[src/rtl/div_unit.sv]
// div_unit: iterative restoring divider for DIV/DIVU.
// It produces one quotient bit per clock, MSB first, and fixes up the signs at the end.
// The result is {remainder, quotient}. ready_o holds until the requester drops start_i.
module div_unit #(
    parameter int DATA_W = 32
) (
    input  logic                  clk,
    input  logic                  rst,
    input  logic                  signed_div_i,
    input  logic [DATA_W-1:0]     opdata1_i,
    input  logic [DATA_W-1:0]     opdata2_i,
    input  logic                  start_i,
    input  logic                  annul_i,
    output logic [2*DATA_W-1:0]   result_o,
    output logic                  ready_o
);

    typedef enum logic [1:0] {
        FREE,
        BYZERO,
        ON,
        END
    } state_e;

    state_e              state_q;
    logic [5:0]          cnt_q;
    logic                signed_q;
    logic                dvdNeg_q;
    logic                dvsNeg_q;
    logic [DATA_W-1:0]   divisor_q;
    logic [DATA_W:0]     partRem_q;
    logic [DATA_W-1:0]   quoShift_q;
    logic [2*DATA_W-1:0] result_q;
    logic                ready_q;

    logic [DATA_W-1:0]   dvdMag;
    logic [DATA_W-1:0]   dvsMag;
    logic [DATA_W:0]     shiftRem;
    logic [DATA_W:0]     trialDiff;
    logic [DATA_W-1:0]   quoFinal;
    logic [DATA_W-1:0]   remFinal;

    // Operand magnitudes at acceptance, trial subtraction for one step, and final sign fix-up.
    always_comb begin
        dvdMag    = (signed_div_i && opdata1_i[DATA_W-1]) ? (~opdata1_i + 1'b1) : opdata1_i;
        dvsMag    = (signed_div_i && opdata2_i[DATA_W-1]) ? (~opdata2_i + 1'b1) : opdata2_i;
        shiftRem  = {partRem_q[DATA_W-1:0], quoShift_q[DATA_W-1]};
        trialDiff = shiftRem - {1'b0, divisor_q};
        quoFinal  = (signed_q && (dvdNeg_q ^ dvsNeg_q)) ? (~quoShift_q + 1'b1) : quoShift_q;
        remFinal  = (signed_q && dvdNeg_q) ? (~partRem_q[DATA_W-1:0] + 1'b1)
                                           : partRem_q[DATA_W-1:0];
    end

    // Divider state machine with registered result and ready; annul beats every other transition.
    always_ff @(posedge clk or negedge rst) begin
        if (!rst) begin
            state_q    <= FREE;
            cnt_q      <= '0;
            signed_q   <= 1'b0;
            dvdNeg_q   <= 1'b0;
            dvsNeg_q   <= 1'b0;
            divisor_q  <= '0;
            partRem_q  <= '0;
            quoShift_q <= '0;
            result_q   <= '0;
            ready_q    <= 1'b0;
        end else begin
            case (state_q)
                FREE: begin
                    if (start_i && !annul_i) begin
                        signed_q   <= signed_div_i;
                        dvdNeg_q   <= signed_div_i & opdata1_i[DATA_W-1];
                        dvsNeg_q   <= signed_div_i & opdata2_i[DATA_W-1];
                        divisor_q  <= dvsMag;
                        quoShift_q <= dvdMag;
                        partRem_q  <= '0;
                        cnt_q      <= '0;
                        if (opdata2_i == '0) begin
                            state_q <= BYZERO;
                        end else begin
                            state_q <= ON;
                        end
                    end
                end
                BYZERO: begin
                    if (annul_i) begin
                        state_q  <= FREE;
                        result_q <= '0;
                        ready_q  <= 1'b0;
                    end else begin
                        state_q  <= END;
                        result_q <= '0;
                        ready_q  <= 1'b1;
                    end
                end
                ON: begin
                    if (annul_i) begin
                        state_q  <= FREE;
                        result_q <= '0;
                        ready_q  <= 1'b0;
                    end else if (cnt_q == 6'd32) begin
                        state_q  <= END;
                        result_q <= {remFinal, quoFinal};
                        ready_q  <= 1'b1;
                    end else begin
                        if (!trialDiff[DATA_W]) begin
                            partRem_q  <= trialDiff;
                            quoShift_q <= {quoShift_q[DATA_W-2:0], 1'b1};
                        end else begin
                            partRem_q  <= shiftRem;
                            quoShift_q <= {quoShift_q[DATA_W-2:0], 1'b0};
                        end
                        cnt_q <= cnt_q + 6'd1;
                    end
                end
                END: begin
                    if (annul_i || !start_i) begin
                        state_q  <= FREE;
                        result_q <= '0;
                        ready_q  <= 1'b0;
                    end
                end
                default: begin
                    state_q  <= FREE;
                    result_q <= '0;
                    ready_q  <= 1'b0;
                end
            endcase
        end
    end

    assign result_o = result_q;
    assign ready_o  = ready_q;

endmodule

[config.mk]
export PLATFORM = sky130hd
export DESIGN_NAME = div_unit
export DESIGN_NICKNAME = d
export VERILOG_FILES = /design/src/rtl/div_unit.sv
export SDC_FILE = /design/constraint.sdc
export NUM_CORES = 1
export LEC_CHECK = 0
export CAP_MARGIN = 20
export CORE_MARGIN = 5
export CORE_UTILIZATION = 50
export DETAILED_ROUTE_END_ITERATION = 8
export DONT_BUFFER_PORTS = 1
export SKIP_LAST_GASP = 1
export SYNTH_ARGS = -nofsm -noshare
export SYNTH_HDL_FRONTEND = slang
export SYNTH_SLANG_ARGS = --single-unit
[constraint.sdc]
create_clock -name clk -period 3.3 [get_ports clk]
set_input_delay 0.165 -clock clk [delete_from_list [all_inputs] [get_ports clk]]
set_output_delay 0.165 -clock clk [all_outputs]
set_load 0.005 [all_outputs]
==> results of run 1 <==
-- power groups by stage --
stage | combinational, mW | sequential [mW] | clock (mW)
finish | 4.71 | 3.37 | 2.08
global route | 5.31 | 3.46 | 2.21
CTS | 4.70 | 3.36 | 2.13
detailed placement | 4.63 | 3.40 | 0
global placement | 4.61 | 3.37 | 0
floorplan | 3.62 | 3.17 | 0
-- through the flow --
stage	TNS, ps	power [mW]	std cells	hold slack (ps)	cell area, um^2
after floorplan	0	6.79	1371	-131	11400
after global placement	0	7.98	1626	-125	11800
after detailed placement	0	8.03	1626	-125	11800
after CTS	0	10.2	1693	-593	12700
after global routing	-24.0	11.0	1695	-600	12800
final	0	10.2	1695	-582	12800
-- state kept, by name, indices dropped and copies added (netlist names) --
name and cells:
divisor_q 32, dvsNeg_q 1, ready_o 1, signed_q 1, quoShift_q 32, dvdNeg_q 1
state_q 2, partRem_q 32, cnt_q 6, result_o 64
-- timing repair --
| item | CTS | global route |
|---|---|---|
| hold endpoints to repair | 206 | 172 |
| buffers inserted | 0 | 2 |
| endpoints found under the setup margin | 0 | 31 |
| gates resized for setup | 0 | 2 |
-- worst paths after layout --
check	from	end	slack (ps)	cells after the start
max	quoShift_q[31]	partRem_q[28]	190	12
min	rst	result_o[13]	-580	0
max reg2reg	quoShift_q[31]	partRem_q[28]	190	12
min reg2reg	divisor_q[5]	divisor_q[5]	480	2
max in group asynchronous	rst	partRem_q[23]	3620	0
min in group clk	opdata2_i[27]	divisor_q[27]	20	3
-- metal layers --
| metal | track usage (%) | vias to the layer above | wire [um] |
|---|---|---|---|
| li1 | - | 4852 | - |
| met1 | 37.0 | 4497 | 15600 |
| met2 | 31.8 | 244 | 12000 |
| met3 | 4.29 | 22 | 1940 |
| met4 | 4.85 | 0 | 313 |
| met5 | 0 | - | 0 |
-- cell usage after synthesis, types with 6 or more instances --
cell	number
a21o_1	16
a21oi_1	99
a31oi_1	6
and2_1	10
and3_1	7
clkbuf_1	60
dfrtp_1	172
ha_1	41
inv_1	54
mux2i_1	25
nand2_1	214
nand2b_1	8
nand3_1	16
nor2_1	96
nor2b_1	8
nor3_1	22
nor4_1	17
o21a_1	6
o21ai_0	180
o21ai_1	27
o31ai_1	14
o41ai_1	11
or3_1	11
or4_1	12
xnor2_1	78
xor2_1	68
-- worst register-to-register path, delay by kind of cell (launching register included) --
family                     cells  cell delay, ps
AOI/OAI and AO/OA              7            1620
DFF                            1             410
adders and majority gates      2             430
and+or+nand+nor                2             480
buffers and inverters          1              90
-- layout make-up --
| type | instances | area, um^2 | area share [%] |
|---|---|---|---|
| Multi-Input combinational cell | 1076 | 6620 | 51.9 |
| Sequential cell | 172 | 4300 | 33.7 |
| Timing Repair Buffer | 76 | 683 | 5.35 |
| Clock buffer | 18 | 439 | 3.44 |
| Tap cell | 285 | 357 | 2.79 |
| Inverter | 54 | 203 | 1.59 |
| Clock inverter | 14 | 161 | 1.26 |
-- cells by family (layout without fill, tap and decap cells) --
logic type	after synthesis	after routing
simple gates	457	457
fa+ha+maj	42	42
buf+inv	123	162
compound gates	405	405
mux	26	26
xor+xnor	146	146
flops	172	172
==> flow_summary.json, run 1 <==
{
  "ir_drop_mv": 0.429,
  "startpoint_type": "register",
  "synth.mux.area_fraction_pct": 2.29,
  "synthAdderAreaFrac_pct": 4.68,
  "crit_family": "compound AO/OA/AOI/OAI gates",
  "max_freq_mhz": 321,
  "yosysTopAreaCellShare_pct": 37.8,
  "cp.arrival_ps": 3440,
  "grt_max_degree": 173,
  "ys_ff_latch": 172,
  "p_int_mw": 5.63,
  "core_area_um2": 22600,
  "clk_latency_ps": 430,
  "wire_per_inst_um": 17.6,
  "ant_nets": 0,
  "htree_levels": 4,
  "n_fill_cell": 2137,
  "crit_chain": "inv_1, ha_1, fa_1, nor2b_4, o31ai_2, a21oi_2, a221oi_4, o21ai_2, a41o_1, or2_2, a211o_1, o311ai_1",
  "ys_types": 72,
  "ys_seq_area_share_pct": 37.8,
  "yosysWarnings": 0,
  "path_clk_slew_ps": 80,
  "async_flop_share_pct": 100,
  "rows": 55,
  "seqPwrFrac_pct": 33.2,
  "status": "finished, violations left",
  "first_pass_iters": 5,
  "p_leak_nw": 5.52,
  "clock_skew_ps": 12.0,
  "synth_compound_area_share_pct": 20.9,
  "finalCriticalPeriod_ps": 3110,
  "slew_headroom_pct": 33.9,
  "finalMaxSlewViolations": 0,
  "violations": "hold timing",
  "track_usage_pct": 23.0,
  "holdWs_ps": -582,
  "drc": 0,
  "fin_ws_ps": 185,
  "crit_buf_inv": 1,
  "numCtsBuffers": 17,
  "min_path_type": "in -> async",
  "vias": 9615,
  "cts-root-buf": "clkbuf_16",
  "nNetsFinal": 1508,
  "p_switching_mw": 4.54,
  "synth_top_family_by_area": "compound AO/OA/AOI/OAI gates",
  "endpoint_kind": "register",
  "grt_pass1_vias": 9011,
  "yosysTopAreaCell": "dfrtp_1",
  "diodes": 0,
  "post-place-ws_ps": 69.3,
  "gp_congestion": 0.905,
  "max_stage_delay_ps": 420,
  "worst_pin_slew_ps": 992,
  "maxCapViolations": 0,
  "vias_per_cell": 5.67,
  "clkPwrFrac_pct": 20.5,
  "wirelength_um": 29800,
  "ctsLongestPathBuffers": 2,
  "drive_gt1_share_pct": 7.52,
  "synth_xor_area_share_pct": 11.2,
  "crit_slowest_cell": "or2_2",
  "die_area_um2": 25900,
  "cts_tree": "built",
  "synth-edff-count": 0,
  "post_synth.cell_area_avg_um2": 8.31,
  "portBuffers": 0,
  "synthToLayoutAreaGrowth_pct": 12.0,
  "antenna_found_initial": 0,
  "p_per_area_nw_per_um2": 797,
  "critPathKind": "reg -> reg",
  "utilization_pct": 56.6,
  "dp_hpwl_um": 22300,
  "syn-num-nets": 1482,
  "finalHoldViolations": 172,
  "synthCells": 1371,
  "drt_iter0_drc": 850,
  "syn_area_um2": 11400,
  "final_common_cell": "nand2_1",
  "swShare_pct": 44.6,
  "most-common-layout-cells": "nand2_1 (213), o21ai_0 (180), dfrtp_1 (172), a21oi_1 (99), nor2_1 (96)",
  "crit_fanout": 10,
  "synth_flop_cell": "dfrtp_1",
  "p_comb_share_pct": 46.3,
  "initial_core_util_pct": 50.5,
  "cts_sinks": 172,
  "die_w_um": 161,
  "ctsHoldBuffers": 35,
  "setup_viol": 0,
  "cp_data_required_time_ps": 3620,
  "fin_crit_sh_pct": 94.4,
  "grt_pass1_wl_um": 48700,
  "yosys.area_share.simple_pct": 18.8,
  "gr-total-overflow": 0,
  "synth_area_leaders": "dfrtp_1 (38%), o21ai_0 (7.9%), nand2_1 (7.0%)",
  "io_pins": 134,
  "die_y_um": 161
}
(Power assumes the default switching activity.)
==> run 2: changes to the inputs <==
PLACE_DENSITY = 0.63   (was not set)
==> run 2 against run 1 <==
Sequential power about the same; routed wire length down 1.1%; the flow still finishes with violations (hold timing); worst setup slack better by 59 ps; largest cell class unchanged; fmax up 1.9%; final area up 0.13%; sequential share of layout area about the same; final cell count up 0.24%; count of clock-buffer cells in the layout down 1; combinational power about the same; sequential cell count unchanged; highest routed layer unchanged; critical path type unchanged.
==> flow_summary.json, run 2 (synthesized netlist as in run 1, its figures left out) <==
{
  "portBuffers": 0,
  "p_leak_nw": 5.52,
  "gp_congestion": 0.959,
  "most-common-layout-cells": "nand2_1 (213), o21ai_0 (180), dfrtp_1 (172), a21oi_1 (99), nor2_1 (96)",
  "largest_register_ffs": 64,
  "die_y_um": 161,
  "fin_ws_ps": 244,
  "io_pins": 134,
  "nNetsFinal": 1512,
  "crit_fanout": 9,
  "startpoint": "partRem_q[27]",
  "violations": "hold timing",
  "holdWs_ps": -583,
  "cp.arrival_ps": 3380,
  "r2r_cells": 12,
  "critical_path.endpoint": "partRem_q[10]",
  "final_common_cell": "nand2_1",
  "instances_no_fill": 1699,
  "ir_drop_mv": 0.391,
  "finalMaxSlewViolations": 0,
  "r2r_end": "partRem_q[10]",
  "reg2reg_slack_ps": 240,
  "grt_max_degree": 173,
  "p_total_mw": 10.1,
  "placed_cells": 1631,
  "setup_viol": 0,
  "ant_nets": 0,
  "post_cts_buffers": 0,
  "worst_pin_slew_ps": 998,
  "grt_pass1_vias": 9246,
  "core_area_um2": 22600,
  "ctsLongestPathBuffers": 2,
  "diodes": 0,
  "p_per_area_nw_per_um2": 793,
  "post-place-ws_ps": 153,
  "drt_iter0_drc": 610,
  "r2r-start": "partRem_q[27]",
  "rows": 55,
  "critPathKind": "reg -> reg",
  "vias_per_cell": 5.69,
  "drc": 0,
  "die_w_um": 161,
  "slew_headroom_pct": 33.5,
  "numCtsBuffers": 17,
  "dp_hpwl_um": 21600,
  "track_usage_pct": 22.8,
  "path_clk_slew_ps": 70,
  "cts_sinks": 172,
  "die_area_um2": 25900,
  "p_comb_share_pct": 46.3,
  "vias": 9674,
  "cp_data_required_time_ps": 3620,
  "initial_core_util_pct": 50.5,
  "wirelength_um": 29500,
  "synthToLayoutAreaGrowth_pct": 12.2,
  "endpoint_kind": "register",
  "clkPwrFrac_pct": 20.1,
  "p_switching_mw": 4.52,
  "wire_per_inst_um": 17.4,
  "finalHoldViolations": 172,
  "htree_levels": 4,
  "fin_crit_sh_pct": 92.6,
  "min_path_type": "in -> async",
  "startpoint_type": "register",
  "cts_tree": "built",
  "p_int_mw": 5.62,
  "drive_gt1_share_pct": 7.71,
  "seqPwrFrac_pct": 33.5,
  "grt_pass1_wl_um": 48400,
  "clk_latency_ps": 440,
  "gr-total-overflow": 0,
  "swShare_pct": 44.6,
  "max_freq_mhz": 327,
  "maxCapViolations": 0,
  "finalCriticalPeriod_ps": 3060,
  "ctsHoldBuffers": 36,
  "status": "finished, violations left",
  "cts-root-buf": "clkbuf_16",
  "first_pass_iters": 7,
  "clock_skew_ps": 11.5,
  "antenna_found_initial": 0
}
## run 2: cell types whose count changed in the layout (fill, tap and decap cells not counted), sizes merged
cell and delta:
dlygate4sd3 +1, clkbuf -1, clkinvlp +2, clkinv +1, buf +3, inv -2
## run 2: critical path, stage by stage, from the launching register on
cell and delay, ps:
dfrtp_1 480, ha_1 380, o21a_1 190, nor2_1 120, and4b_1 210, a211o_1 310
mux2i_2 250, o41ai_4 150, buf_4 170, nor2_4 140, buf_4 220, mux2i_1 230
o21ai_1 70
## run 2: power groups by stage
stage	Sequential [mW]	Clock, mW	Combinational (mW)
after floorplan	3.17	0	3.62
after global placement	3.39	0	4.55
after detailed placement	3.42	0	4.59
after CTS	3.38	2.08	4.66
after global routing	3.50	2.18	5.30
final	3.40	2.04	4.70
## run 2: repair_timing
action / 4_1_cts / 5_1_grt
setup endpoints to repair: 0 / 6
hold endpoints to repair: 208 / 172
gates resized for setup: 0 / 3
## run 2: per-layer routing
metal	vias up	track usage, %	wire, um
li1	4857	-	-
met1	4504	34.5	14800
met2	284	32.9	12000
met3	29	5.61	2330
met4	0	5.31	397
met5	-	0	0
## run 2: through the flow
stage          area, um^2  util [%]  setup TNS [ps]
2_1_floorplan       11400         -               0
3_3_place_gp        11800      52.3               0
3_5_place_dp        11800      52.3               0
4_1_cts             12800      56.6               0
5_1_grt             12800      56.6           -1.24
6_report            12800      56.6               0
## run 2: area by class of cell
cell class              instances  area [um^2]
flip-flops and latches        172         4300
clock buffers                  17          425
multi-input cells            1076         6630
clock inverters                15          171
repair buffers                 80          691
inverters                      54          203
fillers                      2097         9790
well taps                     285          357
## run 2: worst min path at each step
stage and end:
6_report result_o[13], 5_1_grt result_o[15], 4_1_cts result_o[13], 3_5_place_dp result_o[13]
3_3_place_gp result_o[13], 2_1_floorplan cnt_q[0]
==> run 3: changes to the inputs <==
clock period = 3.7 ns   (was 3.3 ns; I/O delays follow)
==> run 3 against run 2 <==
The run still ends with hold timing left; non-clock buffer count shrank 20; global-route usage grew 0.48 points; utilization shrank 0.45 points; count of clock-buffer cells in the layout is the same; worst setup slack lost 25 ps; register-to-register slack lost 30 ps; clock power shrank 4%; worst hold slack gained 25 ps; clock skew shrank 1.9 ps; final area shrank 0.80%; final cell count shrank 1.1%; routed wire length grew 2.1%; critical endpoint is now partRem_q[31].
==> flow_summary.json, run 3 (synthesized netlist as in run 1, its figures left out) <==
{
  "initial_core_util_pct": 50.5,
  "rows": 55,
  "die_w_um": 161,
  "io_pins": 134,
  "diodes": 0,
  "holdWs_ps": -557,
  "p_per_area_nw_per_um2": 718,
  "grt_max_degree": 173,
  "status": "finished, violations left",
  "finalMaxSlewViolations": 0,
  "wirelength_um": 30100,
  "cts_tree": "built",
  "ctsHoldBuffers": 34,
  "ir_drop_mv": 0.341,
  "grt_pass1_wl_um": 49200,
  "r2r_cells": 12,
  "r2r-start": "quoShift_q[31]",
  "cp.arrival_ps": 3820,
  "max_stage_delay_ps": 520,
  "finalCriticalPeriod_ps": 3480,
  "htree_levels": 4,
  "numCtsBuffers": 17,
  "dp_hpwl_um": 22000,
  "p_leak_nw": 5.45,
  "post_cts_buffers": 0,
  "first_pass_iters": 5,
  "most-common-layout-cells": "nand2_1 (213), o21ai_0 (180), dfrtp_1 (172), a21oi_1 (99), nor2_1 (96)",
  "critical_path.endpoint": "partRem_q[31]",
  "slew_headroom_pct": 29.9,
  "cp_data_required_time_ps": 4040,
  "grt_pass1_vias": 9167,
  "path_clk_slew_ps": 70,
  "fin_ws_ps": 219,
  "ant_nets": 0,
  "reg2reg_slack_ps": 220,
  "rsz0062_at_grt": "yes",
  "max_freq_mhz": 287,
  "core_area_um2": 22600,
  "startpoint": "quoShift_q[31]",
  "startpoint_type": "register",
  "cts-root-buf": "clkbuf_16",
  "utilization_pct": 56.2,
  "post-place-ws_ps": 4.12,
  "r2r_end": "partRem_q[31]",
  "vias": 9636,
  "nNetsFinal": 1493,
  "finalHoldViolations": 172,
  "synthToLayoutAreaGrowth_pct": 11.3,
  "crit_fanout": 13,
  "die_y_um": 161,
  "endpoint_kind": "register",
  "die_area_um2": 25900,
  "cts_sinks": 172,
  "n_fill_cell": 2063,
  "maxCapViolations": 0,
  "antenna_found_initial": 1,
  "fin_crit_sh_pct": 94.1,
  "final_common_cell": "nand2_1",
  "clk_latency_ps": 430,
  "portBuffers": 0,
  "ctsLongestPathBuffers": 2,
  "largest_register_ffs": 64,
  "critPathKind": "reg -> reg",
  "drive_gt1_share_pct": 6.45,
  "violations": "hold timing",
  "crit_chain": "inv_1, ha_1, fa_1, nor2b_4, o31ai_2, a21oi_2, a221oi_4, o21ai_2, a41o_1, nor2_4, nand3_1, o221ai_1",
  "drt_iter0_drc": 694,
  "setup_viol": 0,
  "track_usage_pct": 23.3,
  "wire_per_inst_um": 17.9,
  "gp_congestion": 0.951,
  "crit_slowest_cell": "nor2_4",
  "min_path_type": "in -> async",
  "clock_skew_ps": 9.64,
  "gr-total-overflow": 0,
  "worst_pin_slew_ps": 1050,
  "drc": 0,
  "vias_per_cell": 5.74
}
run 3: per-layer routing:
layer	GRT usage, %	routed length (um)
met3	5.03	2040
met2	33.3	12500
met1	36.2	15300
met4	4.81	338
met5	0	0
run 3: worst min-delay path by stage:
stage               start           end  slack, ps
CTS                   rst  result_o[10]       -570
detailed placement    rst  result_o[10]       -100
global route          rst  result_o[10]       -580
global placement      rst  result_o[13]       -110
finish                rst  result_o[13]       -560
floorplan             rst      cnt_q[0]       -110
run 3: area by class of cell:
| type | count | area [um^2] | area share (%) |
|---|---|---|---|
| inverter | 54 | 203 | 1.60 |
| tap | 285 | 357 | 2.81 |
| clock buffer | 17 | 425 | 3.35 |
| sequential | 172 | 4300 | 33.9 |
| multi-input combinational | 1077 | 6630 | 52.2 |
| timing repair buffer | 60 | 548 | 4.32 |
| clock inverter | 15 | 219 | 1.73 |
run 3: repair_timing:
item,CTS,global route
hold endpoints to repair,205,172
gates cloned,1,0
gates resized for setup,0,1
endpoints found under the setup margin,1,10
pin swaps,1,0
run 3: critical path: cells and delay by family (launching register included):
family,cells,cell delay [ps]
flip-flops,1,410
buffers and inverters,1,90
AND/OR/NAND/NOR,3,810
adder cells (fa/ha/maj),2,430
AO/OA/AOI/OAI,6,1650
run 3: per-stage QoR:
stage	cells	total power [mW]	instance area (um^2)	TNS (ps)	hold WS (ps)
after floorplan	1371	6.05	11400	0	-111
after global placement	1613	7.03	11700	0	-106
after detailed placement	1613	7.10	11700	0	-104
after CTS	1680	9.13	12700	0	-575
after global routing	1680	9.84	12700	-20.0	-585
final	1680	9.11	12700	0	-557
run 3: power by group:
part           switching (mW)  internal, mW
Sequential              0.615          2.42
Combinational            2.55          1.56
Clock                   0.856          1.10
